**src/rtl/serial_add_sub_pkg.sv**
```systemverilog
// rtl/serial_add_sub_pkg.sv - shared encodings for the bit-serial adder/subtractor
package serial_add_sub_pkg;

  localparam int   SAS_DEFAULT_WIDTH = 32;
  localparam logic SAS_OP_ADD = 1'b0;
  localparam logic SAS_OP_SUB = 1'b1;

  typedef enum logic [1:0] {
    SAS_IDLE = 2'd0,
    SAS_RUN  = 2'd1,
    SAS_DONE = 2'd2
  } sas_state_t;

endpackage

```
**src/rtl/serial_add_sub_full_adder.sv**
```systemverilog
// rtl/serial_add_sub_full_adder.sv - single-bit full adder slice
module serial_add_sub_full_adder (
  input  logic a,
  input  logic b,
  input  logic ci,
  output logic s,
  output logic co
);

  assign s  = a ^ b ^ ci;
  assign co = (a & b) | (ci & (a ^ b));

endmodule

```
**src/rtl/serial_add_sub.sv**
```systemverilog
// rtl/serial_add_sub.sv - bit-serial 2's-complement add/sub, LSB first
// One full-adder slice per clock; carry is held in a flop between bit steps.
module serial_add_sub
  import serial_add_sub_pkg::*;
#(
  parameter int DATA_WIDTH = SAS_DEFAULT_WIDTH,
  parameter int CNT_WIDTH  = 6
) (
  input  logic                  CLK,
  input  logic                  RST,
  input  logic                  START,
  input  logic                  OP,
  input  logic [DATA_WIDTH-1:0] A,
  input  logic [DATA_WIDTH-1:0] B,
  output logic                  BUSY,
  output logic                  DONE,
  output logic [DATA_WIDTH-1:0] R,
  output logic                  CO,
  output logic                  OVF
);

  sas_state_t            state;
  logic [DATA_WIDTH-1:0] a_sr;
  logic [DATA_WIDTH-1:0] b_sr;
  logic [DATA_WIDTH-1:0] r_sr;
  logic [CNT_WIDTH-1:0]  cnt;
  logic                  carry;
  logic                  s_fa;
  logic                  co_fa;
  logic                  msb_step;

  serial_add_sub_full_adder u_fa (
    .a  (a_sr[0]),
    .b  (b_sr[0]),
    .ci (carry),
    .s  (s_fa),
    .co (co_fa)
  );

  assign msb_step = (cnt == CNT_WIDTH'(DATA_WIDTH - 1));

  always_ff @(posedge CLK or posedge RST) begin
    if (RST) begin
      state <= SAS_IDLE;
      a_sr  <= '0;
      b_sr  <= '0;
      r_sr  <= '0;
      cnt   <= '0;
      carry <= 1'b0;
      BUSY  <= 1'b0;
      DONE  <= 1'b0;
      R     <= '0;
      CO    <= 1'b0;
      OVF   <= 1'b0;
    end else begin
      case (state)
        SAS_IDLE: begin
          DONE <= 1'b0;
          if (START) begin
            // Subtract is A + ~B + 1: invert B here and seed the carry with 1.
            a_sr  <= A;
            b_sr  <= B ^ {DATA_WIDTH{OP}};
            carry <= (OP == SAS_OP_SUB);
            cnt   <= '0;
            r_sr  <= '0;
            BUSY  <= 1'b1;
            state <= SAS_RUN;
          end
        end
        SAS_RUN: begin
          r_sr  <= {s_fa, r_sr[DATA_WIDTH-1:1]};
          a_sr  <= a_sr >> 1;
          b_sr  <= b_sr >> 1;
          carry <= co_fa;
          cnt   <= cnt + 1'b1;
          if (msb_step) begin
            // carry here is the carry into the MSB, needed for signed overflow.
            R     <= {s_fa, r_sr[DATA_WIDTH-1:1]};
            CO    <= co_fa;
            OVF   <= carry ^ co_fa;
            DONE  <= 1'b1;
            state <= SAS_DONE;
          end
        end
        SAS_DONE: begin
          DONE  <= 1'b0;
          BUSY  <= 1'b0;
          state <= SAS_IDLE;
        end
        default: begin
          DONE  <= 1'b0;
          BUSY  <= 1'b0;
          state <= SAS_IDLE;
        end
      endcase
    end
  end

endmodule

```
**config.mk**
```make
export PLATFORM = sky130hd
export DESIGN_NAME = serial_add_sub
export DESIGN_NICKNAME = d
export VERILOG_FILES = /design/src/rtl/serial_add_sub_pkg.sv /design/src/rtl/serial_add_sub_full_adder.sv /design/src/rtl/serial_add_sub.sv
export SDC_FILE = /design/constraint.sdc
export NUM_CORES = 1
export LEC_CHECK = 0
export BUFFER_PORTS_ARGS = -buffer_cell sky130_fd_sc_hd__buf_2
export CORE_MARGIN = 5
export CORE_UTILIZATION = 60
export CTS_CLUSTER_DIAMETER = 100
export DETAILED_ROUTE_END_ITERATION = 8
export PLACE_DENSITY = 0.83
export SLEW_MARGIN = 10
export SYNTH_ARGS = -nofsm -noshare
export SYNTH_HDL_FRONTEND = slang
export SYNTH_SLANG_ARGS = --single-unit
export TNS_END_PERCENT = 10
```
**constraint.sdc**
```tcl
create_clock -name CLK -period 7.35 [get_ports CLK]
set_input_delay 0.3675 -clock CLK [delete_from_list [all_inputs] [get_ports CLK]]
set_output_delay 0.3675 -clock CLK [all_outputs]
set_load 0.05 [all_outputs]
```
# After elaboration in Yosys (flattened, before gate mapping)
# Cells that the tools add are included.
[word_totals] out_inout_bits=36 word_cells=47 inputBits=68 regBits=141
[op_classes] eq_ne=4 mux=17 reduce_logical=6 add_sub_neg=1 bitwise=8
[op_table] op="32-bit case mux with 2 select lines" n=3
[op_table] op="32-bit 2-to-1 mux" n=3
[op_table] op="32-bit XOR" n=1
[op_table] op="6-bit case mux with 2 select lines" n=1
[op_table] op="2-bit AND reduction" n=4
[op_table] op="6-bit by 1-bit adder with 6-bit output, second input constant" n=1
[op_table] op="6-bit by 5-bit equality test with 1-bit output, second input constant" n=1
[op_table] op="6-bit 2-to-1 mux" n=1
[op_table] op="1-bit 2-to-1 mux" n=4
[op_table] op="2-bit 2-to-1 mux" n=2
[op_table] op="2-bit != test, second input constant" n=2
[op_table] op="1-bit case mux with 2 select lines" n=2
[op_table] op="2-bit case mux with 2 select lines" n=1
[op_table] op="1-bit XOR" n=3
[op_table] op="1-bit bitwise AND" n=2
[op_table] op="2-bit by 1-bit equality test with 1-bit output, second input constant" n=1
[op_table] op="2-bit logical NOT" n=1
[op_table] op="2-bit nonzero test" n=1
[op_table] op="1-bit inverter" n=1
[op_table] op="1-bit OR" n=1

# Logic depth before layout (Yosys ltp)
# Gate-level depths: netlist of run 1.
[depth] ltp_word=4 ltp_mapped=6 ltp_nobuf=4

# Hierarchy
# Synthesis of run 1 repeated with hierarchy kept, for this count alone.
[hier_totals] hier_cells=541 area_unflattened_um2=6143.4
[modules_own_cells] mod="serial_add_sub" n_inst=1 area_per_inst_um2=6123.4 seq_area_each_um2=3503.4 cells_each=540
[modules_own_cells] mod="serial_add_sub_full_adder" n_inst=1 area_per_inst_um2=20.0 seq_area_each_um2=0.0 cells_each=1

# Worst setup path before layout of run 1
# Ideal clock, no wire load.
[synth_path] kind="register to register" from="register cnt[0]" to="register R[10]" period_less_slack_ns=1.668 setup_time_ns=0.125 path_buffers=1 required_time_ns=7.225 arrival_ns=1.544 stages_incl_launch_ff=6 path_slack_ns=5.682 path_cell_list="dfrtp_1 ha_1 nand4_1 nor3_4 buf_6 mux2_2"
[synth_between] elab_chain_len=2
[synth_lines] item="start, declared" line="serial_add_sub.sv:26" rtl="logic [CNT_WIDTH-1:0] cnt;"
[synth_lines] item="start signal, assigned" line="serial_add_sub.sv:75" rtl="cnt <= cnt + 1'b1;"
[synth_lines] item="6-bit by 5-bit equality test with 1-bit output" line="serial_add_sub.sv:40" rtl="assign msb_step = (cnt == CNT_WIDTH'(DATA_WIDTH - 1));"
[synth_lines] item="2-bit AND reduction (no source line)"
[synth_lines] item="end signal, assigned" line="serial_add_sub.sv:78" rtl="R <= {s_fa, r_sr[DATA_WIDTH-1:1]};"
[synth_lines] item="end, declared" line="serial_add_sub.sv:17" rtl="output logic [DATA_WIDTH-1:0] R,"
# No other way between the ends.
# A chain may end at the register's enable or synchronous reset.

# Worst setup path after layout of run 1
[layout_path] from="register state[0]" to="register a_sr[31]"
[layout_between] elab_chain_len=3 word_cells_on_any_way=6
[layout_lines] item="start, declared" line="serial_add_sub.sv:22" rtl="sas_state_t state;"
[layout_lines] item="start signal, assigned" line="serial_add_sub.sv:44" rtl="state <= SAS_IDLE;"
[layout_lines] item="start signal, assigned" line="serial_add_sub.sv:67" rtl="state <= SAS_RUN;"
[layout_lines] item="start signal, assigned" line="serial_add_sub.sv:82" rtl="state <= SAS_DONE;"
[layout_lines] item="2-bit by 1-bit equality test with 1-bit output or 2-bit logical NOT (tied branches)" line="serial_add_sub.sv:56" rtl="case (state)"
[layout_lines] item="2-bit nonzero test (no source line) or 2-bit != test (tied branches)"
[layout_lines] item="2-bit AND reduction (no source line)"
[layout_lines] item="end signal, assigned" line="serial_add_sub.sv:72" rtl="a_sr <= a_sr >> 1;"
[layout_lines] item="end, declared" line="serial_add_sub.sv:23" rtl="logic [DATA_WIDTH-1:0] a_sr;"
# Several ways; a longest one is shown, not always the timed one.

==> reports/results.ini, run 1 <==
[global_route]
antenna_found_initial = 0
overflow = 0
grt_pass1_vias = 4361
grt_max_degree = 73
grt_pass1_wl_um = 21790
grt.total_usage_pct = 23.68

[sta]
setup_tns_ps = 0
final-setup-viol-count = 0
fin_hold_ws_ps = 150.5
final.setup_skew_ps = 9.105
fin_crit_ps = 2846
rsz0062_at_grt = no
relSlewSlack_pct = 16.31
worstMarginPinSlew_ps = 1255
fin_crit_sh_pct = 38.73
max_freq_mhz = 351.3
drv_slew = 0
hold_violations = 0

[route]
wl_met3_um = 694
route.met2.wl_um = 6351
drtAntennaViolNets = 0
routed_wl_um = 13010
via_per_inst = 5.899
drcViolationCount = 0
drt_pass1_iterations = 5
wl_per_cell_um = 17.50
wl_met1_um = 5658
top_layer = met4
route.vias.total = 4383
drt-initial-drc-count = 389

[floorplanning]
dieArea_mm2 = 0.01203
floorplan.initialDensity_pct = 61.27
die_w_um = 109.7
ios = 104
std_cell_rows = 36
die_h_um = 109.7
core_area_mm2 = 0.009729

[worst_setup_path]
rr_endpoint = a_sr[31]$_DFFE_PP0P_
start_kind = flop
worstPathRequired_ps = 7770
crit_type = flop to flop
crit_buf_inv = 1
arrival_ps = 3270
cpPeakStageDelay_ps = 1060
rr_startpoint = state[0]$_DFFE_PP0P_
critPathLaunch = state[0]$_DFFE_PP0P_
cp-end-kind = flop
crit_chain = o21bai_4 -> buf_4 -> nand2_1 -> o21ai_0
cpMaxStageDelayCell = o21bai_4
path_delay_family = compound AO/OA/AOI/OAI gates
worst-path-max-fanout = 71
rrSetupSlack_ps = 4500
reg2reg_depth = 4

[yosys]
netlist_area_mm2 = 0.005961
synth_edf_count = 0
yosysWarnings = 0
synth.most_common_cell = dfrtp_1
synthDominantCellAreaShare_pct = 58.77
synthesis.nets = 583
ys_types = 30
synth_ff_type = dfrtp_1
syn_avg_cell_area_um2 = 11.62
syn-instance-count = 513
netlist_top_cells_count = dfrtp_1 (140), nand2_1 (100), o21ai_0 (40)
synth_area_leaders = dfrtp_1 (59%), mux2_2 (6.4%), nand2_1 (6.3%)
synth.largest_area_cell = dfrtp_1
ys_seq_area_share_pct = 58.77
ys_seq_elements = 140
synth-async-reset-ratio_pct = 100.0

[pwr]
p_per_area_mw_per_mm2 = 321.6
combinationalPowerShare_pct = 15.2
clkPwrFrac_pct = 39.1
internal-power_mw = 1.664
p_leak_nw = 3.299
ir_drop_mv = 0.2067
switchingPower_uw = 628.6
power_switching_share_pct = 27.41
seq_power_share_pct = 45.7

[placed_design]
numPortBuffers = 103
dp_cells = 710
gp_congestion = 0.7611
place_hpwl_um = 7714

[final_layout]
area_delta_synth_final_pct = 19.61
fin_cells = 743
num_antenna_cells = 0
drive_above_1_share_pct = 29.84
nets = 667

[cts]
clock_sinks = 140
clk_path_buf_depth = 2
cts_tree = yes
root_buffer = clkbuf_8
cts_setup_buffers = 0
clk_transition_reported_paths_ps = 60
worstSkewPairLatency_ps = 520
numCtsBuffers = 17
cts_max_level = 4

[worst_hold_path]
hold_depth = 3
hp-class = input port to flop
whs_endpoint = a_sr[16]$_DFFE_PP0P_
min-delay-start = A[16]

[outcome]
status = completed

[job]
max-cap-violations = 0

[power groups by stage]
stage                     sequential, mW  clock [mW]  combinational (mW)
after global placement              1.04           0               0.328
after detailed placement            1.05           0               0.348
after floorplan                     1.05           0               0.246
after CTS                           1.05       0.907               0.354
final                               1.05       0.898               0.349
after global routing                1.07       0.945               0.393
[metal layers]
layer	vias up	global-route usage (%)
met5	-	0
met1	2207	32.35
met2	143	36.40
met3	26	5.989
met4	0	9.973
li1	2007	-
[cells by family after synthesis]
family,synth area share (%)
buf+inv,3.673
mux,6.759
fa+ha+maj,0.5457
xor+xnor,4.996
simple gates,8.270
compound gates,16.98
flops,58.77
[area by class of cell]
type,count,area (um^2)
clock buffer,19,441.7
clock inverter,13,188.9
tap,133,166.4
multi-input combinational,327,2255
timing repair buffer,108,555.5
sequential,140,3506
inverter,3,16.27
fill,660,2600
[state kept, by name, indices dropped and copies added (netlist names)]
register and flops:
cnt 6, BUSY 1, DONE 1, state 2, R 32, CO 1, r_sr 31, carry 1
b_sr 32, OVF 1, a_sr 32
[worst max path at each step]
| stage | end | cells after the start |
|---|---|---|
| 2_1_floorplan | BUSY$_DFFE_PP0P_ | 1 |
| 3_3_place_gp | cnt[2]$_DFFE_PP0P_ | 4 |
| 3_5_place_dp | cnt[2]$_DFFE_PP0P_ | 4 |
| 4_1_cts | a_sr[31]$_DFFE_PP0P_ | 4 |
| 5_1_grt | a_sr[31]$_DFFE_PP0P_ | 4 |
| 6_report | a_sr[31]$_DFFE_PP0P_ | 4 |
[placed cells by master, fill, tap and decap left out, drive strengths merged]
master       Yosys  layout
inv              3       4
xor2             2       2
and3b            2       2
ha               1       1
or3b             1       1
clkinv           0       6
nor3             1       1
buf             26     107
mux2i            2       2
o21ai           40      40
nand3            1       1
nor2             1       1
clkinvlp         0       2
mux2            34      34
dfrtp          140     140
a21oi            4       4
nor2b            5       5
clkbuf          17      19
and3             1       1
nor3b            1       1
bufinv           0       4
dlygate4sd3      0       1
nand2          100     100
xnor2           32      32
fa               1       1
nand2b           1       1
o21bai           1       1
nand4            2       2
a22o            32      32
o221ai          31      31
a22oi           30      30
o21a             1       1
[metrics by stage]
step	setup WS (ps)	total power [mW]	area, um^2	utilization, %
2_1_floorplan	3230	1.291	5961	-
3_3_place_gp	4591	1.372	6489	66.69
3_5_place_dp	4531	1.400	6489	66.69
4_1_cts	4498	2.307	7129	73.28
5_1_grt	4218	2.408	7129	73.28
6_report	4504	2.293	7129	73.28
[tightest hold or removal path, stage by stage]
cell,delay [ps]
buf_2,70
a22oi_1,50
o21ai_0,140
[what timing repair did]
action                    in CTS  in global routing
hold buffers                   1                  0
gates resized for setup        0                  0
hold endpoints to repair      68                  0
(Power assumes the default switching activity.)
==> inputs of run 2 (changes only) <==
CORE_UTILIZATION = 50   (was 60)
PLACE_DENSITY = 0.73   (was 0.83)
clock period = 2.4 ns   (was 7.35 ns; I/O delays follow)
==> reports/results.ini, run 2 (synthesized netlist as in run 1, its figures left out) <==
[outcome]
status = completed

[cts]
clk_path_buf_depth = 2  ; unchanged
root_buffer = clkbuf_16
cts_setup_buffers = 0  ; unchanged
cts_max_level = 4  ; unchanged
clk_transition_reported_paths_ps = 60  ; about the same
worstSkewPairLatency_ps = 400  ; -120 ps
cts_tree = yes
clock_sinks = 140  ; unchanged
numCtsBuffers = 17  ; unchanged

[floorplanning]
std_cell_rows = 39  ; +8.3%
die_w_um = 119.2  ; +8.7%
ios = 104  ; unchanged
dieArea_mm2 = 0.01421  ; +18%
die_h_um = 119.2  ; +8.7%
core_area_mm2 = 0.01156  ; +19%
floorplan.initialDensity_pct = 51.54  ; -9.7 points

[global_route]
grt_pass1_vias = 4432  ; +1.6%
overflow = 0  ; unchanged
grt.total_usage_pct = 18.75  ; -4.9 points
antenna_found_initial = 2  ; +2
grt_max_degree = 141  ; +93%
grt_pass1_wl_um = 21930  ; +0.63%

[sta]
fin_crit_sh_pct = 76.19  ; +37 points
max_freq_mhz = 546.9  ; +56%
worstMarginPinSlew_ps = 879.9  ; -375.5 ps
drv_slew = 0  ; unchanged
setup_tns_ps = 0  ; unchanged
fin_crit_ps = 1829  ; -1018 ps
hold_violations = 0  ; unchanged
final-setup-viol-count = 0  ; unchanged
final.setup_skew_ps = 6.749  ; -2.356 ps
relSlewSlack_pct = 41.34  ; +25 points
fin_ws_ps = 571.4  ; -3932 ps
rsz0062_at_grt = no

[worst_hold_path]
hold_depth = 3  ; unchanged
whs_endpoint = a_sr[10]$_DFFE_PP0P_
min-delay-start = A[10]
hp-class = input port to flop

[route]
route.vias.total = 4342  ; -0.94%
routed_wl_um = 12810  ; -1.5%
drtAntennaViolNets = 0  ; unchanged
drt-initial-drc-count = 331  ; -15%
wl_per_cell_um = 16.81  ; -4.0%
drcViolationCount = 0  ; unchanged
via_per_inst = 5.698  ; -3.4%
drt_pass1_iterations = 4  ; -1

[final_layout]
mostFrequentLayoutCells = dfrtp_1 (138), buf_2 (103), nand2_1 (100)
layout_commonest_cell = dfrtp_1
multi_input_area_mm2 = 0.002255  ; unchanged
fin_util_pct = 62.56  ; -11 points
nets = 677  ; +1.5%
nFillCells = 927  ; +40%
num_antenna_cells = 0  ; unchanged
drive_above_1_share_pct = 30.21  ; +0.37 points
top_regs = R: 32 flops, a_sr: 32 flops, b_sr: 32 flops
seqCellArea_mm2 = 0.003506  ; unchanged
post-route-cell-area_mm2 = 0.007234  ; +1.5%
area_delta_synth_final_pct = 21.37

[worst_setup_path]
rrSetupSlack_ps = 570  ; -3930 ps
crit_type = flop to flop
rr_startpoint = state[0]$_DFFE_PP0P_
crit_buf_inv = 2  ; +1
arrival_ps = 2130  ; -1140 ps
rr_endpoint = b_sr[27]$_DFFE_PP0P_
path_delay_family = flip-flops
reg2reg_depth = 4  ; unchanged
crit_chain = buf_4 -> or3b_1 -> buf_4 -> o221ai_1
worst-path-max-fanout = 37  ; -48%
crit_top_cell = buf_4
cpMaxStageDelayCell = dfrtp_2
cpPeakStageDelay_ps = 520  ; -540 ps
start_kind = flop
worstPathRequired_ps = 2700  ; -5070 ps
cp-end-kind = flop

[placed_design]
numPortBuffers = 103  ; unchanged
place_hpwl_um = 7921  ; +2.7%
post-place-ws_ps = 625.0  ; -3906 ps
gp_congestion = 0.8021  ; +5.4%
place_area_mm2 = 0.006598  ; +1.7%

[job]
max-cap-violations = 0  ; unchanged

[pwr]
ir_drop_mv = 0.4959  ; +140%
p_leak_nw = 3.343  ; +1.4%
p_per_area_mw_per_mm2 = 958.5  ; +200%

[run 2: cell types whose count changed in the layout (fill, tap and decap cells not counted), moves of 2 or more]
| cell | change |
|---|---|
| dlygate4sd3_1 | +2 |
| clkbuf_8 | -2 |
| buf_12 | +3 |
| buf_4 | +5 |
[run 2: worst max path at each step]
stage                               startpoint                   end  slack, ps  cells after the start
final                     state[0]$_DFFE_PP0P_  b_sr[27]$_DFFE_PP0P_        570                      4
after detailed placement  state[0]$_DFFE_PP0P_  b_sr[11]$_DFFE_PP0P_        620                      4
after global placement    state[0]$_DFFE_PP0P_   b_sr[4]$_DFFE_PP0P_        690                      4
after floorplan                            RST      BUSY$_DFFE_PP0P_        530                      1
after CTS                 state[0]$_DFFE_PP0P_  b_sr[27]$_DFFE_PP0P_        590                      4
after global routing      state[0]$_DFFE_PP0P_   b_sr[8]$_DFFE_PP0P_        480                      4
[run 2: final cells by class]
| type | instances | area share, % |
|---|---|---|
| repair buffers | 118 | 9.305 |
| clock buffers | 19 | 6.122 |
| inverters | 3 | 0.2075 |
| well taps | 143 | 2.473 |
| clock inverters | 12 | 2.266 |
| flip-flops and latches | 140 | 48.46 |
| multi-input cells | 327 | 31.17 |
[run 2: worst reg2reg max path, stage by stage (launching register included)]
cell and delay [ps]:
dfrtp_2 520, buf_4 270, or3b_1 410, buf_4 250, o221ai_1 280
[run 2: repair_timing]
item / in CTS / in global routing
endpoints found under the hold margin: 142 / 0
hold buffers: 3 / 0
endpoints found under the setup margin: 0 / 0
resized for setup: 0 / 0
[run 2: metal layers]
metal  part of all wire [%]  vias up  track usage, %
met1                     44     2177           25.31
met2                     49      118           29.39
met4                    1.3        4           5.576
met5                   0.21        -               0
li1                       -     2024               -
met3                    5.5       19           5.782
[run 2: metrics by stage]
stage | std cells | total power [mW] | hold WS, ps
after detailed placement | 728 | 4.304 | 394.1
after global placement | 728 | 4.226 | 383.7
after CTS | 762 | 6.996 | 1.263
final | 762 | 6.934 | 13.12
after floorplan | 513 | 3.955 | 265.2
after global routing | 762 | 7.298 | 10.18
[run 2: where the power goes]
part	leakage [nW]	switching (mW)	internal, mW
logic	1.24	0.584	0.525
registers	1.81	0.325	2.84
clock network	0.294	0.987	1.67
total	3.34	1.90	5.04
